$ cat config.mk
export PLATFORM = sky130hd
export DESIGN_NAME = circle_engine
export DESIGN_NICKNAME = d
export VERILOG_FILES = /design/src/rtl/circle_engine.sv
export SDC_FILE = /design/constraint.sdc
export NUM_CORES = 1
export LEC_CHECK = 0
export CAP_MARGIN = 20
export CORE_MARGIN = 4
export CORE_UTILIZATION = 55
export CTS_BUF_LIST = sky130_fd_sc_hd__clkbuf_4 sky130_fd_sc_hd__clkbuf_8
export DETAILED_ROUTE_END_ITERATION = 10
export MAX_ROUTING_LAYER = met4
export PLACE_DENSITY = 0.86
export SYNTH_ARGS = -nofsm -noshare
export SYNTH_HDL_FRONTEND = slang
export SYNTH_SLANG_ARGS = --single-unit
$ cat constraint.sdc
create_clock -name CLK50 -period 8.6 [get_ports CLK50]
set_input_delay 1.29 -clock CLK50 [delete_from_list [all_inputs] [get_ports CLK50]]
set_output_delay 1.29 -clock CLK50 [all_outputs]
set_load 0.1 [all_outputs]
$ cat src/rtl/circle_engine.sv
// circle_engine: midpoint circle rasteriser with outline mode and full-screen clear sweep.
// Define CIRCLE_ENGINE_FILL_EN to build the filled-span (SPAN) mode driven by the fill input.
module circle_engine #(
    parameter int XW    = 8,
    parameter int YW    = 7,
    parameter int RW    = 6,
    parameter int SCR_W = 160,
    parameter int SCR_H = 120,
    parameter int RMAX  = 59
) (
    input  logic          CLK50,
    input  logic          clearn,
    input  logic          start,
    input  logic          clr,
    input  logic          fill,
    input  logic [XW-1:0] xc,
    input  logic [YW-1:0] yc,
    input  logic [RW-1:0] rad,
    input  logic [2:0]    color,
    output logic [XW-1:0] x,
    output logic [YW-1:0] y,
    output logic [2:0]    color_out,
    output logic          plot_en,
    output logic          busy,
    output logic          done
);
    typedef enum logic [1:0] {CLEAR, IDLE, OUTLINE, SPAN} state_t;

    localparam logic signed [RW+2:0] D1 = (RW+3)'(1);
    localparam logic signed [RW+2:0] D3 = (RW+3)'(3);
    localparam logic signed [RW+2:0] D5 = (RW+3)'(5);
    localparam logic [XW:0]   X_LIM = (XW+1)'(SCR_W);
    localparam logic [YW:0]   Y_LIM = (YW+1)'(SCR_H);
    localparam logic [XW-1:0] X_END = XW'(SCR_W - 1);
    localparam logic [YW-1:0] Y_END = YW'(SCR_H - 1);
    localparam logic [RW-1:0] R_MAX = RW'(RMAX);

    state_t               r_state, w_state;
    logic [XW-1:0]        r_cx, w_cx_n, r_xc, w_xc, r_x, w_xo;
    logic [YW-1:0]        r_cy, w_cy_n, r_yc, w_yc, r_y, w_yo;
    logic [2:0]           r_col, w_col, r_co, w_co;
    logic [RW-1:0]        r_a, r_b, w_a, w_b, w_r, w_an, w_bn, w_a_n, w_b_n, w_mx, w_my;
    logic signed [RW+2:0] r_d, w_d, w_dn, w_d_n, w_ae, w_be;
    logic [2:0]           r_k, w_k, w_k_n;
    logic signed [RW:0]   w_s;
    logic [XW:0]          w_px;
    logic [YW:0]          w_py;
    logic                 r_plot, w_plot, r_done, w_done, w_idle, w_span, w_vis, w_last;

    // Step operands come straight from the inputs in IDLE so the first pixel leaves on the accept edge.
    assign w_idle = r_state == IDLE;
    assign w_r    = (rad > R_MAX) ? R_MAX : rad;
    assign w_xc   = w_idle ? xc : r_xc;
    assign w_yc   = w_idle ? yc : r_yc;
    assign w_col  = w_idle ? color : r_col;
    assign w_a    = w_idle ? '0 : r_a;
    assign w_b    = w_idle ? w_r : r_b;
    assign w_d    = w_idle ? D1 - $signed({3'b0, w_r}) : r_d;
    assign w_k    = w_idle ? '0 : r_k;

    assign w_ae   = $signed({3'b0, w_a});
    assign w_be   = $signed({3'b0, w_b});
    assign w_an   = w_a + 1'b1;
    assign w_bn   = w_d[RW+2] ? w_b : w_b - 1'b1;
    assign w_dn   = w_d[RW+2] ? w_d + (w_ae <<< 1) + D3 : w_d + ((w_ae - w_be) <<< 1) + D5;
    assign w_last = w_an > w_bn;

`ifdef CIRCLE_ENGINE_FILL_EN
    logic signed [RW:0] r_s, w_s_n;
    logic [RW-1:0]      w_sw;
    assign w_span = w_idle ? fill : r_state == SPAN;
    assign w_s    = w_idle ? '0 : r_s;
    assign w_sw   = w_k[1] ? w_b : w_a;
`else
    logic w_unused_fill;
    assign w_unused_fill = fill;
    assign w_span        = 1'b0;
    assign w_s           = '0;
`endif

    // Outline: r_k is the octant index; span: r_k[1:0] is the span index, w_s the column offset.
    assign w_mx  = w_k[2] ? w_b : w_a;
    assign w_my  = (w_span ? w_k[1] : w_k[2]) ? w_a : w_b;
    assign w_px  = w_span ? {1'b0, w_xc} + {{(XW-RW){w_s[RW]}}, w_s}
                 : w_k[0] ? {1'b0, w_xc} - {{(XW+1-RW){1'b0}}, w_mx}
                          : {1'b0, w_xc} + {{(XW+1-RW){1'b0}}, w_mx};
    assign w_py  = (w_span ? w_k[0] : w_k[1]) ? {1'b0, w_yc} - {{(YW+1-RW){1'b0}}, w_my}
                                              : {1'b0, w_yc} + {{(YW+1-RW){1'b0}}, w_my};
    assign w_vis = !w_px[XW] && w_px < X_LIM && !w_py[YW] && w_py < Y_LIM;

    always_comb begin
        w_state = r_state;
        w_cx_n  = r_cx;
        w_cy_n  = r_cy;
        w_a_n   = w_a;
        w_b_n   = w_b;
        w_d_n   = w_d;
        w_k_n   = w_k;
        w_xo    = w_px[XW-1:0];
        w_yo    = w_py[YW-1:0];
        w_co    = w_col;
        w_plot  = 1'b0;
        w_done  = 1'b0;
`ifdef CIRCLE_ENGINE_FILL_EN
        w_s_n   = w_s;
`endif
        if (r_done) begin
            w_state = IDLE;
        end else if (r_state == CLEAR || (w_idle && clr)) begin
            w_state = CLEAR;
            w_xo    = r_cx;
            w_yo    = r_cy;
            w_co    = '0;
            w_plot  = 1'b1;
            w_done  = r_cx == X_END && r_cy == Y_END;
            w_cx_n  = (r_cx == X_END) ? '0 : r_cx + 1'b1;
            w_cy_n  = (r_cx != X_END) ? r_cy : (r_cy == Y_END) ? '0 : r_cy + 1'b1;
        end else if (!w_idle || start) begin
            w_state = w_span ? SPAN : OUTLINE;
            w_plot  = w_vis;
            if (!w_span) begin
                w_done = w_b == '0 || (w_k == 3'd7 && w_last);
                w_k_n  = w_k + 1'b1;
                if (w_k == 3'd7) begin
                    w_a_n = w_an;
                    w_b_n = w_bn;
                    w_d_n = w_dn;
                end
            end
`ifdef CIRCLE_ENGINE_FILL_EN
            else begin
                w_done = w_b == '0 || (w_k[1:0] == 2'd3 && w_s == $signed({1'b0, w_sw}) && w_last);
                if (w_s != $signed({1'b0, w_sw})) begin
                    w_s_n = w_s + 1'b1;
                end else if (w_k[1:0] == 2'd3) begin
                    w_a_n = w_an;
                    w_b_n = w_bn;
                    w_d_n = w_dn;
                    w_k_n = '0;
                    w_s_n = -$signed({1'b0, w_an});
                end else begin
                    w_k_n = w_k + 1'b1;
                    w_s_n = -$signed({1'b0, (w_k[1:0] == 2'd0) ? w_a : w_b});
                end
            end
`endif
        end
    end

    always_ff @(posedge CLK50 or negedge clearn) begin
        if (!clearn) begin
            r_state <= CLEAR;
            r_cx    <= '0;
            r_cy    <= '0;
            r_xc    <= '0;
            r_yc    <= '0;
            r_col   <= '0;
            r_a     <= '0;
            r_b     <= '0;
            r_d     <= '0;
            r_k     <= '0;
            r_x     <= '0;
            r_y     <= '0;
            r_co    <= '0;
            r_plot  <= 1'b0;
            r_done  <= 1'b0;
        end else begin
            r_state <= w_state;
            r_cx    <= w_cx_n;
            r_cy    <= w_cy_n;
            r_a     <= w_a_n;
            r_b     <= w_b_n;
            r_d     <= w_d_n;
            r_k     <= w_k_n;
            r_x     <= w_xo;
            r_y     <= w_yo;
            r_co    <= w_co;
            r_plot  <= w_plot;
            r_done  <= w_done;
            if (w_idle) begin
                r_xc  <= xc;
                r_yc  <= yc;
                r_col <= color;
            end
        end
    end

`ifdef CIRCLE_ENGINE_FILL_EN
    always_ff @(posedge CLK50 or negedge clearn) begin
        if (!clearn) r_s <= '0;
        else         r_s <= w_s_n;
    end
`endif

    assign x         = r_x;
    assign y         = r_y;
    assign color_out = r_co;
    assign plot_en   = r_plot;
    assign done      = r_done;
    assign busy      = !w_idle;
endmodule

==> reports/results.ini, run 1 <==
[yosys]
ys.flop_type=dfrtp_1
synth_cell_type_count=61
ys_ff_latch=79
yosysWarnings=0
synth_edf_count=0
synth_nets=788
synth.area.top_cells=dfrtp_1 (33%), ha_1 (12%), nand2_1 (7.3%)
syn-cell-area_um2=6000
yosysMostFrequentCell=nand2_1
synthArstFlopShare=1.00
synth_top_cell_by_area=dfrtp_1
synth_seq_area_share=0.330
synthCells=697
synth_commonest_cells=nand2_1 (116), dfrtp_1 (79), ha_1 (58)
postSynthAreaPerCell_um2=8.60
synth_top_area_share=0.330

[sta]
relSlewSlack=0.341
final-hold-violation-count=0
tns_ps=0
tightest_slew_ps=985
fin_crit_sh=0.705
fin_ws_ps=2540
clock.fmax_mhz=165
fin_crit_ps=6060
rsz0062_at_grt=false
finalSetupViolCount=0
drv_slew=0
skew_ps=6.59
whs_ps=482

[power_and_ir_drop]
p_sw_frac=0.248
p_per_area_nw_per_um2=101
p_seq_frac=0.546
max-vdd-ir-drop_mv=0.0572
comb_power_share=0.066
p_int_mw=0.513
pwr-share-clk=0.389
p_leak_nw=3.10
power_switching_mw=0.169
report.power.total_mw=0.682

[floorplan]
core_area_um2=10500
ios=50
initial_core_util=0.573
die_h_um=112
chipWidth_um=112
dieArea_um2=12600
num_rows=37

[worst_setup_path]
crit_fanout=10
worst_setup_path_end_kind=flip-flop
cp.required_ps=8840
crit_type=in2reg
critPathLaunchType=primary input
cp_data_arrival_time_ps=6310

[clocking]
cts_buffers=9
clock-sinks=79
cts_max_path_buffers=2
post-cts-setup-buffers=0
root_buffer=clkbuf_8
htree_levels=3
cts_tree=done
cts_hold_buffers=0
clk_latency_ps=370
cts_resized=0
cts.clk_slew.worst_paths_ps=80

[route]
vias=5157
drtPass1Iterations=5
vias_per_cell=5.91
routed-wl-met2_mm=7.08
drc=0
drt-met1-wl_mm=6.25
routed-wl-met3_um=785
wl_mm=14.5
maxUsedRoutingLayer=met4
wire_per_inst_um=16.6
drtAntennaViolNets=0
drt-initial-drc-count=441

[placed_design]
hpwlAfterDp_mm=10.6
placed_area_um2=6570
dp.cells=856
gp_congestion=0.938
pre_cts_ws_ps=2250
portBuffers=48

[global_routing]
grt_pass1_wl_mm=24.4
grt_max_degree=80
antenna_found_initial=0
grt_use_total=0.241
grt_pass1_vias=5163
grt_overflow_total=0

[layout]
fillers=873
drive_above_1_share=0.0652
stdcell_count=872
insertedDiodeCount=0
area_growth_pct=13.0
fin_util=0.648
finalInstanceArea_um2=6780
final_nets=823

[hold_path]
hp-class=reg2reg

[status]
status=completed

[flow_run]
max-cap-violations=0

-- flip-flops by register name (all words and copies together), names as in the netlist, 2 cells and up --
name,cells
color_out,3
r_a,6
r_b,6
r_col,3
r_cx,8
r_cy,7
r_d,9
r_k,3
r_state,2
r_xc,8
r_yc,7
x,8
y,7
-- per-layer routing --
metal,vias up,GRT usage
li1,2492,-
met1,2455,0.304
met2,171,0.400
met3,39,0.0280
met4,0,0.0889
met5,-,-
-- final timing paths --
path,startpoint,to,slack (ps),depth (start not counted)
min in group asynchronous,clearn,r_a[4],730,1
max reg2reg,r_state[1],r_d[8],3400,21
max,rad[4],r_d[8],2540,22
min reg2reg,r_col[0],r_col[0],480,2
max in group asynchronous,clearn,r_b[0],7290,2
min,r_col[0],r_col[0],480,2
-- worst max-delay path: stages --
cell and delay (ps):
clkdlybuf4s50_1 760, nand4_1 210, nand2_1 110, nor2_1 80, nor2_1 340, ha_1 290, inv_1 60, ha_1 210
a31o_1 230, maj3_2 330, a21oi_1 220, xnor2_1 100, o21ai_0 260, ha_1 300, ha_1 360, nand3_1 100
o211ai_1 240, nor4_1 80, nor3_1 290, xnor2_1 190, xor2_1 160, o22ai_1 100
-- layout make-up --
| class | count | area (um2) | area share |
|---|---|---|---|
| timing repair buffer | 55 | 551 | 0.0812 |
| multi-input combinational | 550 | 3760 | 0.555 |
| sequential | 79 | 1980 | 0.292 |
| clock buffer | 11 | 151 | 0.0223 |
| inverter | 37 | 139 | 0.0205 |
| clock inverter | 4 | 30.0 | 0.00443 |
| tap | 136 | 170 | 0.0251 |
-- placed cells by master (no fill, tap or decap), types with 7 or more instances in the layout --
master / instances
or3_1: 9
nor3_1: 14
nor2_1: 46
a21o_1: 7
buf_4: 7
ha_1: 58
inv_1: 36
mux2i_1: 17
a211oi_1: 7
nand2_1: 116
o21a_1: 14
clkdlybuf4s50_1: 47
mux2_2: 12
xnor2_1: 33
nand3_1: 17
o21ai_0: 43
and2_1: 7
dfrtp_1: 79
nor2b_1: 7
xor2_1: 26
clkbuf_8: 11
a21oi_1: 35
-- kinds of logic (layout without fill, tap and decap cells) --
logic type	count (synthesis)	after routing	synth area share
XOR/XNOR	59	59	0.0862
AND/OR/NAND/NOR	246	246	0.190
multiplexers	29	29	0.0509
flip-flops	79	79	0.330
buffers and inverters	68	107	0.0453
adder cells (fa/ha/maj)	63	63	0.136
AO/OA/AOI/OAI	153	153	0.162
-- power groups by stage --
stage                     combinational, mW  sequential, mW  clock, mW
after global routing                 0.0499           0.372      0.284
after detailed placement             0.0435           0.380          0
final                                0.0448           0.372      0.265
after CTS                            0.0438           0.372      0.270
after floorplan                      0.0178           0.379          0
after global placement               0.0418           0.380          0
Power figures use the tool's default switching activity.
==> run 2, diff against run 1 <==
==> constraint.sdc (replaced) <==
create_clock -name CLK50 -period 5.7 [get_ports CLK50]
set_input_delay 0.855 -clock CLK50 [delete_from_list [all_inputs] [get_ports CLK50]]
set_output_delay 0.855 -clock CLK50 [all_outputs]
set_load 0.1 [all_outputs]
==> run 2 against run 1 <==
  * Clock-buffer cell count is 1 lower
  * Worst hold slack worse by 170 ps
  * Largest power group unchanged
  * Non-clock buffer count up 3
  * Flip-flop and latch count unchanged
  * Clock skew is 3.8 ps higher
==> reports/results.ini, run 2 (same netlist as run 1, synthesis figures left out) <==
[power_and_ir_drop]
report.power.total_mw=1.11
max-vdd-ir-drop_mv=0.125
p_per_area_nw_per_um2=162
p_leak_nw=3.14

[route]
drt-initial-drc-count=435
drc=0
vias_per_cell=5.98
drtAntennaViolNets=0
drtPass1Iterations=5
wl_mm=15.0
vias=5235
wire_per_inst_um=17.1

[worst_setup_path]
worst_setup_path_end_kind=flip-flop
cp_slowest_cell=clkdlybuf4s50_1
critPathMaxStageDelay_ps=570
cp.buffers_inverters=2
crit_type=in2reg
critPathLaunchType=primary input
cp_data_arrival_time_ps=5400
cp.required_ps=5940
cp_top_family=adder cells
cp_common_cell=ha_1
path_cells=clkdlybuf4s50_1 > nand4_1 > nand2_1 > nor2_1 > nor2_1 > ha_1 > inv_1 > ha_1 > a31o_1 > maj3_2 > a21oi_1 > xnor2_1 > o21ai_0 > ha_1 > ha_1 > nand3_1 > o211ai_1 > nor4_1 > nor3_1 > xnor2_1 > xor2_1 > o22ai_1
reg2reg_slack_ps=970
crit_fanout=7

[sta]
skew_ps=10.4
final-hold-violation-count=0
fin_ws_ps=534
fin_crit_ps=5170
drv_slew=0
finalSetupViolCount=0
rsz0062_at_grt=false
tns_ps=0
relSlewSlack=0.339
clock.fmax_mhz=194
fin_crit_sh=0.906
tightest_slew_ps=988

[clocking]
clock-sinks=79
htree_levels=3
cts_max_path_buffers=2
root_buffer=clkbuf_8
cts_buffers=9
cts.clk_slew.worst_paths_ps=90
clk_latency_ps=350
cts_resized=0
cts_tree=done
post-cts-setup-buffers=0
cts_hold_buffers=0

[layout]
area_growth_pct=14.1
fillers=848
largest_reg_flops=9
largest-register=r_d
insertedDiodeCount=0
mostFrequentLayoutCell=nand2_1
mostFrequentLayoutCells=nand2_1 (116), dfrtp_1 (79), ha_1 (58), clkdlybuf4s50_1 (47), nor2_1 (46)
drive_above_1_share=0.0703
final_nets=826
stdcell_count=876

[global_routing]
grt_use_total=0.250
grt_pass1_wl_mm=25.3
grt_overflow_total=0
grt_max_degree=80
antenna_found_initial=0
grt_pass1_vias=5317

[placed_design]
dp.cells=859
hpwlAfterDp_mm=11.1
portBuffers=48
pre_cts_ws_ps=214
gp_congestion=0.963

[floorplan]
ios=50
die_h_um=112
num_rows=37
core_area_um2=10500
dieArea_um2=12600
initial_core_util=0.573
chipWidth_um=112

[hold_path]
hp-class=in2async

[flow_run]
max-cap-violations=0

[status]
status=completed

-- run 2: cell type report --
class | count | area [um2] | area share
clock buffer | 10 | 131 | 0.0192
inverter | 37 | 139 | 0.0203
multi-input combinational | 550 | 3760 | 0.549
sequential | 79 | 1980 | 0.289
clock inverter | 6 | 93.8 | 0.0137
timing repair buffer | 58 | 573 | 0.0837
tap | 136 | 170 | 0.0249
-- run 2: final timing paths --
path | start | to | cells after the start
setup / recovery | rad[2] | r_d[8] | 22
hold / removal | clearn | r_a[4] | 1
setup reg to reg | r_state[1] | r_d[8] | 20
hold reg to reg | r_col[2] | r_col[2] | 2
max in group asynchronous | clearn | r_col[0] | 2
min in group CLK50 | r_col[2] | r_col[2] | 2
-- run 2: power breakdown --
part	internal [mW]	switching [mW]	total (mW)
sequential	0.561	0.000858	0.562
clock	0.256	0.224	0.479
combinational	0.0327	0.0360	0.0687
total	0.849	0.261	1.11
-- run 2: stage by stage --
step | cell area [um2] | utilization | hold slack (ps)
2_1_floorplan | 6000 | - | 439
3_3_place_gp | 6590 | 0.630 | 452
3_5_place_dp | 6590 | 0.630 | 461
4_1_cts | 6820 | 0.651 | 480
5_1_grt | 6840 | 0.654 | 312
6_report | 6840 | 0.654 | 316
-- run 2: per-layer routing --
layer  vias to the layer above  global-route usage  share of wire
met2                       188               0.415           0.48
li1                       2499                   -              -
met4                         0              0.0978          0.031
met3                        48              0.0345          0.052
met1                      2500               0.311           0.43
met5                         -                   -              0
==> run 3, diff against run 2 <==
--- a/config.mk
+++ b/config.mk
@@ -6,6 +6,7 @@
 export NUM_CORES = 1
 export LEC_CHECK = 0
 export CAP_MARGIN = 20
+export CORE_ASPECT_RATIO = 1.4
 export CORE_MARGIN = 4
 export CORE_UTILIZATION = 55
 export CTS_BUF_LIST = sky130_fd_sc_hd__clkbuf_4 sky130_fd_sc_hd__clkbuf_8
==> constraint.sdc (replaced) <==
create_clock -name CLK50 -period 5.7 [get_ports CLK50]
set_input_delay 0.57 -clock CLK50 [delete_from_list [all_inputs] [get_ports CLK50]]
set_output_delay 0.57 -clock CLK50 [all_outputs]
set_load 0.1 [all_outputs]
==> run 3 against run 2 <==
  * Combinational power is 3.6% lower
  * Via count shrank 1.0%
  * Sequential power is essentially flat
  * Design area shrank 0.16%
  * Clock skew is 2.2 ps higher
  * Wire length is 2.3% lower
  * Final cell count is 0.23% higher
  * Flip-flop and latch count unchanged
  * Sequential share of layout area hardly changed
==> reports/results.ini, run 3 (same netlist as run 1, synthesis figures left out) <==
[floorplan]
die_h_um=132
ios=50
initial_core_util=0.570
core_area_um2=10500
chipWidth_um=96.2
dieArea_um2=12700
num_rows=44

[sta]
final-hold-violation-count=0
fin_crit_ps=4700
fin_crit_sh=0.825
finalSetupViolCount=0
skew_ps=12.6
rsz0062_at_grt=false
drv_slew=0
tightest_slew_ps=979
relSlewSlack=0.345
tns_ps=0
fin_ws_ps=997
clock.fmax_mhz=213

[power_and_ir_drop]
p_seq_frac=0.507
p_per_area_nw_per_um2=162
pwr-share-clk=0.433
p_leak_nw=3.13
p_sw_frac=0.222
power_switching_mw=0.246
p_int_mw=0.861
comb_power_share=0.060
max-vdd-ir-drop_mv=0.0870
report.power.total_mw=1.11

[clocking]
htree_levels=3
cts.clk_slew.worst_paths_ps=90
cts_resized=0
clk_latency_ps=370
cts_buffers=9
post-cts-setup-buffers=0
cts_max_path_buffers=2
root_buffer=clkbuf_8
cts_hold_buffers=0
clock-sinks=79
cts_tree=done

[placed_design]
hpwlAfterDp_mm=11.1
placed_area_um2=6590
pre_cts_ws_ps=689
gp_congestion=0.948
portBuffers=48

[layout]
mostFrequentLayoutCell=nand2_1
final_nets=826
mostFrequentLayoutCells=nand2_1 (116), dfrtp_1 (79), ha_1 (58), clkdlybuf4s50_1 (47), nor2_1 (46)
area_growth_pct=13.9
largest_reg_flops=9
insertedDiodeCount=0
fin_util=0.650
largest-register=r_d
finalInstanceArea_um2=6830
drive_above_1_share=0.0703

[global_routing]
grt_pass1_vias=5119
grt_use_total=0.248
grt_max_degree=80
antenna_found_initial=0
grt_pass1_wl_mm=24.3
grt_overflow_total=0

[worst_setup_path]
crit_fanout=29
worst_setup_path_end_kind=flip-flop
cp.required_ps=5950
critPathLaunchType=flip-flop
reg2reg_depth=22
cp_data_arrival_time_ps=4960
crit_type=reg2reg

[route]
vias_per_cell=5.90
wl_mm=14.7
drtPass1Iterations=5
drtAntennaViolNets=0
drc=0
wire_per_inst_um=16.7
vias=5181
drt-initial-drc-count=308

[hold_path]
hp-class=in2async

[flow_run]
max-cap-violations=0

[status]
status=completed

run 3: cell types whose count changed in the layout (fill, tap and decap cells not counted):
cell	previous run	this run
inv_8	1	0
buf_16	1	0
clkbuf_4	1	0
buf_4	10	11
clkbuf_8	9	11
clkinv_4	2	0
clkinvlp_4	0	2
run 3: area by class of cell:
type | instances | area (um2)
Sequential cell | 79 | 1980
Timing Repair Buffer | 58 | 553
Clock buffer | 11 | 151
Fill cell | 854 | 3680
Tap cell | 138 | 173
Inverter | 37 | 139
Clock inverter | 5 | 80.1
Multi-Input combinational cell | 550 | 3760
run 3: path summary, 6_finish.rpt:
| kind | startpoint | end | slack, ps |
|---|---|---|---|
| max | r_state[1] | r_d[8] | 1000 |
| min | clearn | r_cx[0] | 360 |
| max reg2reg | r_state[1] | r_d[8] | 1000 |
| min reg2reg | r_col[2] | r_col[2] | 480 |
| max in group asynchronous | clearn | r_yc[1] | 4730 |
| min in group CLK50 | r_col[2] | r_col[2] | 480 |
run 3: per-stage QoR:
stage | hold slack [ps] | cells
CTS | 402 | 877
floorplan | 274 | 697
detailed placement | 466 | 861
finish | 361 | 878
global route | 449 | 878
global placement | 452 | 861
run 3: power groups by stage:
stage / clock network (mW) / registers [mW] / logic (mW)
after floorplan: 0 / 0.573 / 0.0268
after global placement: 0 / 0.573 / 0.0642
after detailed placement: 0 / 0.573 / 0.0665
after CTS: 0.485 / 0.562 / 0.0672
after global routing: 0.511 / 0.562 / 0.0739
final: 0.479 / 0.562 / 0.0662
run 3: metal layers:
layer	wire length [um]	vias up	share of wire	track usage
met5	0	-	0	-
met4	679	0	0.046	0.120
met3	555	56	0.038	0.0355
met2	7800	150	0.53	0.437
met1	5640	2478	0.38	0.263
li1	-	2497	-	-
run 3: critical path: stages (launching register included):
cell and delay [ps]:
dfrtp_1 480, nor2b_4 290, buf_4 360, nand2_1 80, nor2_1 270, nor2_1 110, ha_1 230, inv_1 70
ha_1 200, a31o_1 180, maj3_2 230, a21oi_1 80, xnor2_1 130, o21ai_0 160, ha_1 260, ha_1 370
nand3_1 100, o211ai_1 210, nor4_1 70, nor3_1 250, xnor2_1 170, xor2_1 170, o22ai_1 90
